## config.mk

```make
export PLATFORM = sky130hd
export DESIGN_NAME = bcd_divisible_seq_flat
export DESIGN_NICKNAME = d
export VERILOG_FILES = /design/src/rtl/bcd_divisible_seq_pkg.sv /design/src/rtl/bcd_divisible_seq_if.sv /design/src/rtl/bcd_divisible_seq_rem_step.sv /design/src/rtl/bcd_divisible_seq.sv /design/src/flat_wrapper.sv
export SDC_FILE = /design/constraint.sdc
export NUM_CORES = 1
export LEC_CHECK = 0
export ABC_AREA = 1
export CORE_MARGIN = 3
export CORE_UTILIZATION = 51
export CTS_CLUSTER_SIZE = 25
export DETAILED_ROUTE_END_ITERATION = 10
export GPL_ROUTABILITY_DRIVEN = 1
export PLACE_DENSITY = 0.82
export SETUP_SLACK_MARGIN = 0.05
export SLEW_MARGIN = 0
export SYNTH_ARGS = -nofsm -noshare
export SYNTH_HDL_FRONTEND = slang
export SYNTH_HIERARCHICAL = 1
export SYNTH_SLANG_ARGS = --single-unit
```

## constraint.sdc

```tcl
create_clock -name clk -period 7.7 [get_ports clk]
set_input_delay 1.54 -clock clk [delete_from_list [all_inputs] [get_ports clk]]
set_output_delay 1.54 -clock clk [all_outputs]
set_load 0.02 [all_outputs]
```

## src/rtl/bcd_divisible_seq_pkg.sv

```systemverilog
// Shared types and helpers for the sequential BCD divisibility checker.
package bcd_div_pkg;

    typedef enum logic [1:0] {
        IDLE = 2'd0,
        RUN  = 2'd1,
        DONE = 2'd2
    } state_t;

    localparam int BCD_MAX = 9;

    // One Horner step of the running remainder: (10*r + n) mod divisor.
    function automatic int rem_step(input int r, input int n, input int divisor);
        return (10 * r + n) % divisor;
    endfunction

endpackage

```

## src/rtl/bcd_divisible_seq_if.sv

```systemverilog
// Request/result bundle for bcd_divisible_seq; master drives start/d_in, slave returns status.
interface bcd_divisible_seq_if
    import bcd_div_pkg::*;
#(
    parameter int DIGITS  = 4,
    parameter int DIVISOR = 11
);
    localparam int RW = $clog2(DIVISOR);

    // start is a request level sampled every clock; it is taken only while busy=0,
    // and the result (done/divisible/bcd_err/remainder) holds until the next taken start.
    logic                  start;
    logic [4*DIGITS-1:0]   d_in;
    logic                  busy;
    logic                  done;
    logic                  divisible;
    logic                  bcd_err;
    logic [RW-1:0]         remainder;
    state_t                state_dbg;

    modport master (
        output start, d_in,
        input  busy, done, divisible, bcd_err, remainder, state_dbg
    );

    modport slave (
        input  start, d_in,
        output busy, done, divisible, bcd_err, remainder, state_dbg
    );

endinterface

```

## src/rtl/bcd_divisible_seq_rem_step.sv

```systemverilog
// Combinational remainder step: folds one BCD nibble into the running remainder.
module bcd_rem_step
    import bcd_div_pkg::*;
#(
    parameter int DIVISOR = 11
) (
    input  logic [$clog2(DIVISOR)-1:0] r,
    input  logic [3:0]                 nibble,
    output logic [$clog2(DIVISOR)-1:0] r_next,
    output logic                       invalid
);
    localparam int RW = $clog2(DIVISOR);

    // Invalid nibbles are still folded so every word takes the same number of cycles.
    always_comb begin
        r_next  = RW'(rem_step(int'(r), int'(nibble), DIVISOR));
        invalid = (nibble > 4'(BCD_MAX));
    end

endmodule

```

## src/rtl/bcd_divisible_seq.sv

```systemverilog
// Sequential BCD divisibility checker, one digit per clock, MSD first.
// Optional RESTART_EN: a start during processing aborts and re-latches the new word.
module bcd_divisible_seq
    import bcd_div_pkg::*;
#(
    parameter int DIGITS  = 4,
    parameter int DIVISOR = 11
) (
    input  logic                  clk,
    input  logic                  rst_n,
    bcd_divisible_seq_if.slave    bus
);
    localparam int RW = $clog2(DIVISOR);
    localparam int W  = 4 * DIGITS;
    localparam int CW = (DIGITS > 1) ? $clog2(DIGITS) : 1;
    localparam logic [CW-1:0] LAST = CW'(DIGITS - 1);

    state_t          state;
    logic [W-1:0]    sr_q;
    logic [RW-1:0]   r_q;
    logic            err_q;
    logic [CW-1:0]   cnt_q;
    logic            busy_q;
    logic            done_q;
    logic            div_q;
    logic            bcd_err_q;
    logic [RW-1:0]   rem_q;

    logic [RW-1:0]   r_next;
    logic            nib_bad;
    logic            start_ok;

    bcd_rem_step #(.DIVISOR(DIVISOR)) u_step (
        .r       (r_q),
        .nibble  (sr_q[W-1 -: 4]),
        .r_next  (r_next),
        .invalid (nib_bad)
    );

`ifdef RESTART_EN
    assign start_ok = bus.start;
`else
    assign start_ok = bus.start && !busy_q;
`endif

    // Results are published one clock after the last digit folds, straight from the
    // registered remainder, so the step logic never sits on the output path.
    always_ff @(posedge clk or negedge rst_n) begin
        if (!rst_n) begin
            state     <= IDLE;
            sr_q      <= '0;
            r_q       <= '0;
            err_q     <= 1'b0;
            cnt_q     <= '0;
            busy_q    <= 1'b0;
            done_q    <= 1'b0;
            div_q     <= 1'b0;
            bcd_err_q <= 1'b0;
            rem_q     <= '0;
        end else if (start_ok) begin
            state     <= RUN;
            sr_q      <= bus.d_in;
            r_q       <= '0;
            err_q     <= 1'b0;
            cnt_q     <= '0;
            busy_q    <= 1'b1;
            done_q    <= 1'b0;
            div_q     <= 1'b0;
            bcd_err_q <= 1'b0;
            rem_q     <= '0;
        end else begin
            case (state)
                RUN: begin
                    r_q   <= r_next;
                    err_q <= err_q | nib_bad;
                    sr_q  <= sr_q << 4;
                    cnt_q <= cnt_q + CW'(1);
                    if (cnt_q == LAST) begin
                        state <= DONE;
                    end
                end
                DONE: begin
                    if (busy_q) begin
                        busy_q    <= 1'b0;
                        done_q    <= 1'b1;
                        bcd_err_q <= err_q;
                        div_q     <= !err_q && (r_q == '0);
                        rem_q     <= err_q ? '0 : r_q;
                    end
                end
                default: ;
            endcase
        end
    end

    assign bus.busy      = busy_q;
    assign bus.done      = done_q;
    assign bus.divisible = div_q;
    assign bus.bcd_err   = bcd_err_q;
    assign bus.remainder = rem_q;
    assign bus.state_dbg = state;

endmodule
```

## src/flat_wrapper.sv

```systemverilog
// flat-port wrapper written by rule: the top's interface ports become plain ports
module bcd_divisible_seq_flat import bcd_div_pkg::*;
#(
    parameter int DIGITS  = 4,
    parameter int DIVISOR = 11
)
  (clk, rst_n, bus_start, bus_d_in, bus_busy, bus_done, bus_divisible, bus_bcd_err, bus_remainder, bus_state_dbg);
  bcd_divisible_seq_if #(.DIGITS(DIGITS), .DIVISOR(DIVISOR)) bus_i ();
  input  logic clk;
  input  logic rst_n;
  input wire logic [$bits(bus_i.start)-1:0] bus_start;
  input wire logic [$bits(bus_i.d_in)-1:0] bus_d_in;
  output wire logic [$bits(bus_i.busy)-1:0] bus_busy;
  output wire logic [$bits(bus_i.done)-1:0] bus_done;
  output wire logic [$bits(bus_i.divisible)-1:0] bus_divisible;
  output wire logic [$bits(bus_i.bcd_err)-1:0] bus_bcd_err;
  output wire logic [$bits(bus_i.remainder)-1:0] bus_remainder;
  output wire logic [$bits(bus_i.state_dbg)-1:0] bus_state_dbg;
  assign bus_i.start = bus_start;
  assign bus_i.d_in = bus_d_in;
  assign bus_busy = bus_i.busy;
  assign bus_done = bus_i.done;
  assign bus_divisible = bus_i.divisible;
  assign bus_bcd_err = bus_i.bcd_err;
  assign bus_remainder = bus_i.remainder;
  assign bus_state_dbg = bus_i.state_dbg;
  bcd_divisible_seq #(.DIGITS(DIGITS), .DIVISOR(DIVISOR)) u_core (.clk(clk), .rst_n(rst_n), .bus(bus_i));
endmodule
```

==> results of run 1 <==
==> cells in the final DEF (no fill, tap or decap), types with 4 or more instances in the layout <==
| cell | count |
|---|---|
| clkbuf_8 | 6 |
| clkdlybuf4s50_1 | 28 |
| dfrtp_1 | 33 |
| ha_1 | 11 |
| inv_1 | 37 |
| inv_2 | 9 |
| nand2_1 | 139 |
| nand2_2 | 21 |
| nand2_4 | 4 |
| nand3_1 | 70 |
| nand3_2 | 5 |
| nand4_1 | 12 |
| nor2_1 | 11 |
| nor2_4 | 6 |
| o21ai_0 | 5 |
==> area by class of cell <==
cell class / instances / area (sq um)
repair buffers: 29 / 287.8
flip-flops and latches: 33 / 825.8
clock buffers: 7 / 86.33
inverters: 48 / 183.9
multi-input cells: 307 / 1679
fillers: 467 / 2022
well taps: 70 / 87.58
==> path summary, 6_finish.rpt <==
path | start | endpoint | slack [ps] | depth (start not counted)
setup reg to reg | u_core/r_q[1] | u_core/r_q[0] | 1640 | 40
setup / recovery | u_core/r_q[1] | u_core/r_q[0] | 1640 | 40
max in group asynchronous | rst_n | u_core/err_q | 5740 | 2
hold reg to reg | u_core/sr_q[3] | u_core/sr_q[3] | 480 | 2
min in group asynchronous | rst_n | u_core/sr_q[7] | 1660 | 2
hold / removal | u_core/sr_q[3] | u_core/sr_q[3] | 480 | 2
==> metrics by stage <==
step / instances / util [%] / hold slack (ps) / instance area [sq um] / setup WS, ps
after global placement: 487 / 59.24 / 453.7 / 3064 / 1955
after detailed placement: 487 / 59.24 / 461.7 / 3064 / 1696
after floorplan: 394 / - / 442.5 / 2750 / 2300
final: 494 / 60.91 / 482.8 / 3151 / 1639
after global routing: 494 / 60.91 / 494.8 / 3151 / 1002
after CTS: 494 / 60.91 / 477.8 / 3151 / 1667
==> worst min-delay path: cells and delay by family, from the launching register on <==
kind          cells  cell delay, ps
flops             1             350
simple gates      2             100
==> kinds of logic after synthesis <==
group / count (synthesis) / share of synthesized area (%)
and+or+nand+nor: 275 / 49.04
DFF: 33 / 30.03
adders and majority gates: 13 / 6.460
xor gates and xnor gates: 2 / 0.6371
AOI/OAI and AO/OA: 17 / 4.914
buffers and inverters: 54 / 8.917
==> routing by layer <==
layer  part of all wire, %  vias up
li1                      -     1333
met1                    47     1188
met2                    49       52
met3                   3.5        2
met4                  0.18        0
met5                     0        -
==> flip-flops by register name, indices dropped and copies added (netlist names) <==
signal and flops:
u_core/sr_q 16, u_core/bus.remainder 4, u_core/r_q 4, u_core/bus.state_dbg 2, u_core/cnt_q 2, u_core/bus.bcd_err 1
u_core/bus.busy 1, u_core/bus.divisible 1, u_core/bus.done 1, u_core/err_q 1
==> flow_summary.json, run 1 <==
{
  "hp-class": "register to register",
  "syn_nets": 426,
  "synth_commonest_cells": "nand2_1 (139), nand3_1 (70), inv_1 (37), dfrtp_1 (33), nand2_2 (21)",
  "start_kind": "register",
  "grt-ovfl-total": 0,
  "async_reset_ff_share_pct": 100.0,
  "cp_max_fo": 6,
  "root_buffer": "clkbuf_8",
  "relSlewSlack_pct": 49.86,
  "synth_edf_count": 0,
  "path_common_cell": "nand2_1",
  "cp_data_required_time_ps": 7860,
  "fin_nets": 456,
  "worst_slew_pin_slew_ps": 749.4,
  "grtUsageMet3_pct": 3.725,
  "wl_per_cell_um": 11.44,
  "ys_ff_latch": 33,
  "rsz0062_at_grt": "no",
  "crit_slowest_cell": "dfrtp_1",
  "critical-path-top-delay-family": "simple AND/OR/NAND/NOR gates",
  "totalWireLength_um": 5649,
  "holdBufCountCts": 0,
  "drc": 0,
  "end_kind": "register",
  "max_stage_delay_ps": 470,
  "cp.arrival_ps": 6220,
  "synth_most_common_cell": "nand2_1",
  "cts.repair.resized": 0,
  "fp.coreArea_sq_mm": 0.005172,
  "status": "finished, final reports clean",
  "clk_latency_ps": 270,
  "io_buffers": 28,
  "final-setup-viol-count": 0,
  "antenna_cells": 0,
  "die_x_um": 79.44,
  "path_class": "register to register",
  "syn-cell-area_sq_mm": 0.002750,
  "start_util_pct": 53.17,
  "clk_pin_slew_ps": 60,
  "drt_pass1_iterations": 6,
  "synth_area_leader_cell": "dfrtp_1",
  "layout_min_cycle_time_ps": 6061,
  "cts_tree": "done",
  "ys.flop_type": "dfrtp_1",
  "drive_above_1_share_pct": 15.09,
  "gp_congestion": 0.8729,
  "fmax_ghz": 0.1650,
  "grt_first_pass_wirelength_um": 10180,
  "synthCells": 394,
  "yosys-top-cells-area": "dfrtp_1 (30%), nand2_1 (19%), nand3_1 (13%)",
  "busiest_layer": "met2",
  "hold_viol_final": 0,
  "die_h_um": 79.44,
  "synthDistinctLibCells": 33,
  "fin_skew_ps": 4.519,
  "grt.met2_usage_pct": 33.64,
  "cts_sinks": 33,
  "grt_pass1_vias": 2420,
  "yosysTopAreaCellShare_pct": 30.03,
  "maxCapViolCount": 0,
  "fin_crit_sh_pct": 78.72,
  "grt_max_degree": 35,
  "grt_usage_pct": 19.56,
  "synth_seq_area_share_pct": 30.03,
  "die_area_sq_mm": 0.006310,
  "slew_violations": 0,
  "post_cts_buffers": 0,
  "use_met1_pct": 25.43,
  "critical_path_buf_inv_count": 5,
  "row_count": 26,
  "dp_hpwl_um": 4328,
  "num_vias": 2575,
  "cts_inserted_buffers": 5,
  "antenna_found_initial": 0,
  "cts_max_path_buffers": 2,
  "ios": 29,
  "first_iter_violations": 115,
  "ys_warn_count": 6,
  "htree_num_levels": 2,
  "ant_nets": 0,
  "syn_area_per_cell_sq_um": 6.980,
  "viasPerCell": 5.213,
  "areaGrowthSynthToFinish_pct": 14.56,
  "finalSetupTns_ps": 0
}
Power of run 1 is not shown: default switching activity piles up to over one toggle a cycle in this logic, so the estimate is an artifact.
==> inputs of run 2 (changes only) <==
Clock period 7.7 ns to 6.1 ns, I/O delays scaled along.
==> run 2 against run 1 <==
Compared with the run above: first-iteration DRC count increased by 2.6%; register-to-register slack got worse by 1200 ps; cell area increased by 2.5%; maximum frequency increased by 6.9%; non-clock buffer count increased by 6; critical path depth increased by 3; core utilization increased by 1.5 points; die area unchanged; wire length increased by 2.2%; final cell count increased by 1.2%; sequential share of layout area decreased by 0.57 points; critical endpoint is now u_core/r_q[3].
==> flow_summary.json, run 2 (synthesis results as in run 1) <==
{
  "path_class": "register to register",
  "cts_max_path_buffers": 2,
  "num_vias": 2617,
  "holdCritStartpoint": "u_core/sr_q[0]",
  "dp_hpwl_um": 4255,
  "antenna_cells": 0,
  "areaGrowthSynthToFinish_pct": 17.47,
  "layout_min_cycle_time_ps": 5670,
  "dp.cells": 487,
  "htree_num_levels": 2,
  "status": "finished, final reports clean",
  "hold_end": "u_core/sr_q[0]",
  "grt_usage_pct": 18.86,
  "cts_tree": "done",
  "die_area_sq_mm": 0.006310,
  "r2r_cells": 43,
  "cp_max_fo": 7,
  "max_stage_delay_ps": 520,
  "root_buffer": "clkbuf_8",
  "holdBufCountCts": 0,
  "cts_inserted_buffers": 5,
  "finalNonFillerCells": 500,
  "clk_pin_slew_ps": 60,
  "finalSetupTns_ps": 0,
  "r2r-end": "u_core/r_q[3]",
  "rsz0062_at_grt": "no",
  "holdWs_ps": 478.7,
  "die_h_um": 79.44,
  "grt_first_pass_wirelength_um": 9860,
  "maxCapViolCount": 0,
  "antenna_found_initial": 0,
  "gp_congestion": 0.8729,
  "fillers": 449,
  "drt_pass1_iterations": 4,
  "totalWireLength_um": 5772,
  "path_common_cell": "nand2_1",
  "fin_crit_sh_pct": 92.94,
  "worst_slew_pin_slew_ps": 768.4,
  "largest_reg_flops": 16,
  "min_path_cells": 2,
  "first_iter_violations": 118,
  "drive_above_1_share_pct": 17.91,
  "final-setup-viol-count": 0,
  "fin_skew_ps": 5.835,
  "layout_common_cells": "nand2_1 (138), nand3_1 (70), inv_1 (35), dfrtp_1 (31), clkdlybuf4s50_1 (28)",
  "crit_slowest_cell": "fa_1",
  "top_register": "u_core/sr_q",
  "ios": 29,
  "drc": 0,
  "clk_latency_ps": 280,
  "fp.coreArea_sq_mm": 0.005172,
  "fmax_ghz": 0.1764,
  "r2r_slack_ps": 430,
  "viasPerCell": 5.234,
  "timing.rr.start": "u_core/r_q[1]",
  "grt-ovfl-total": 0,
  "start_util_pct": 53.17,
  "cp_data_required_time_ps": 6270,
  "wl_per_cell_um": 11.54,
  "io_buffers": 28,
  "cp.arrival_ps": 5840,
  "relSlewSlack_pct": 48.58,
  "grt_pass1_vias": 2378,
  "fin_nets": 462,
  "start_kind": "register",
  "ant_nets": 0,
  "die_x_um": 79.44,
  "end_kind": "register",
  "cts_sinks": 33,
  "row_count": 26,
  "hp-class": "register to register",
  "final_common_cell": "nand2_1",
  "slew_violations": 0,
  "grt_max_degree": 35,
  "hold_viol_final": 0,
  "post-route-util_pct": 62.46
}
==> run 2: cell count changes in the layout (fill, tap and decap cells not counted), moves of 2 or more <==
cell / previous run / this run
inv_1: 37 / 35
dfrtp_1: 33 / 31
buf_4: 1 / 7
inv_2: 9 / 11
dfrtp_2: 0 / 2
==> run 2: worst max-delay path, delay by kind of cell (launching register included) <==
kind	cells	cell delay, ps
AO/OA/AOI/OAI	3	480
adder cells (fa/ha/maj)	6	1610
buffers and inverters	5	430
flip-flops	1	430
AND/OR/NAND/NOR	29	2580
==> run 2: metal layers <==
layer	up-vias	GRT usage [%]	share of wire [%]
met3	4	4.063	4.7
met2	56	31.64	50
met1	1211	24.39	45
li1	1346	-	-
met4	0	5.326	0.62
met5	-	0	0
==> run 2: area by class of cell <==
cell class | instances | area [sq um] | area share (%)
Multi-Input combinational cell | 307 | 1712 | 52.98
Clock buffer | 7 | 86.33 | 2.672
Sequential cell | 33 | 828.3 | 25.64
Timing Repair Buffer | 35 | 332.8 | 10.30
Tap cell | 70 | 87.58 | 2.711
Inverter | 48 | 183.9 | 5.693
==> run 2: metrics by stage <==
step | setup WS (ps) | instance area, sq um
2_1_floorplan | 699.7 | 2750
3_3_place_gp | 355.0 | 3064
3_5_place_dp | 90.28 | 3064
4_1_cts | 61.76 | 3151
5_1_grt | 20.99 | 3231
6_report | 430.4 | 3231
==> run 2: repair_timing <==
| item | CTS | global route |
|---|---|---|
| endpoints found under the setup margin | 0 | 4 |
| resized for setup | 0 | 10 |
| buffers inserted | 0 | 6 |
==> run 2: worst max path at each step <==
stage | start | end | slack [ps] | cells after the start
6_report | u_core/r_q[1] | u_core/r_q[3] | 430 | 43
5_1_grt | u_core/r_q[1] | u_core/r_q[3] | 20 | 40
4_1_cts | u_core/r_q[1] | u_core/r_q[3] | 60 | 40
3_5_place_dp | u_core/r_q[1] | u_core/r_q[3] | 90 | 40
3_3_place_gp | u_core/r_q[1] | u_core/r_q[3] | 350 | 41
2_1_floorplan | u_core/r_q[1] | u_core/r_q[1] | 700 | 40
Power of run 2 is left out for the same reason.
==> inputs of run 3 (changes only) <==
Settings changed: CTS_CLUSTER_SIZE 25 to 40.
==> results of run 3 <==
The final DEF is identical to that of run 2; final timing and power are the same.
Power of run 3 is left out for the same reason.
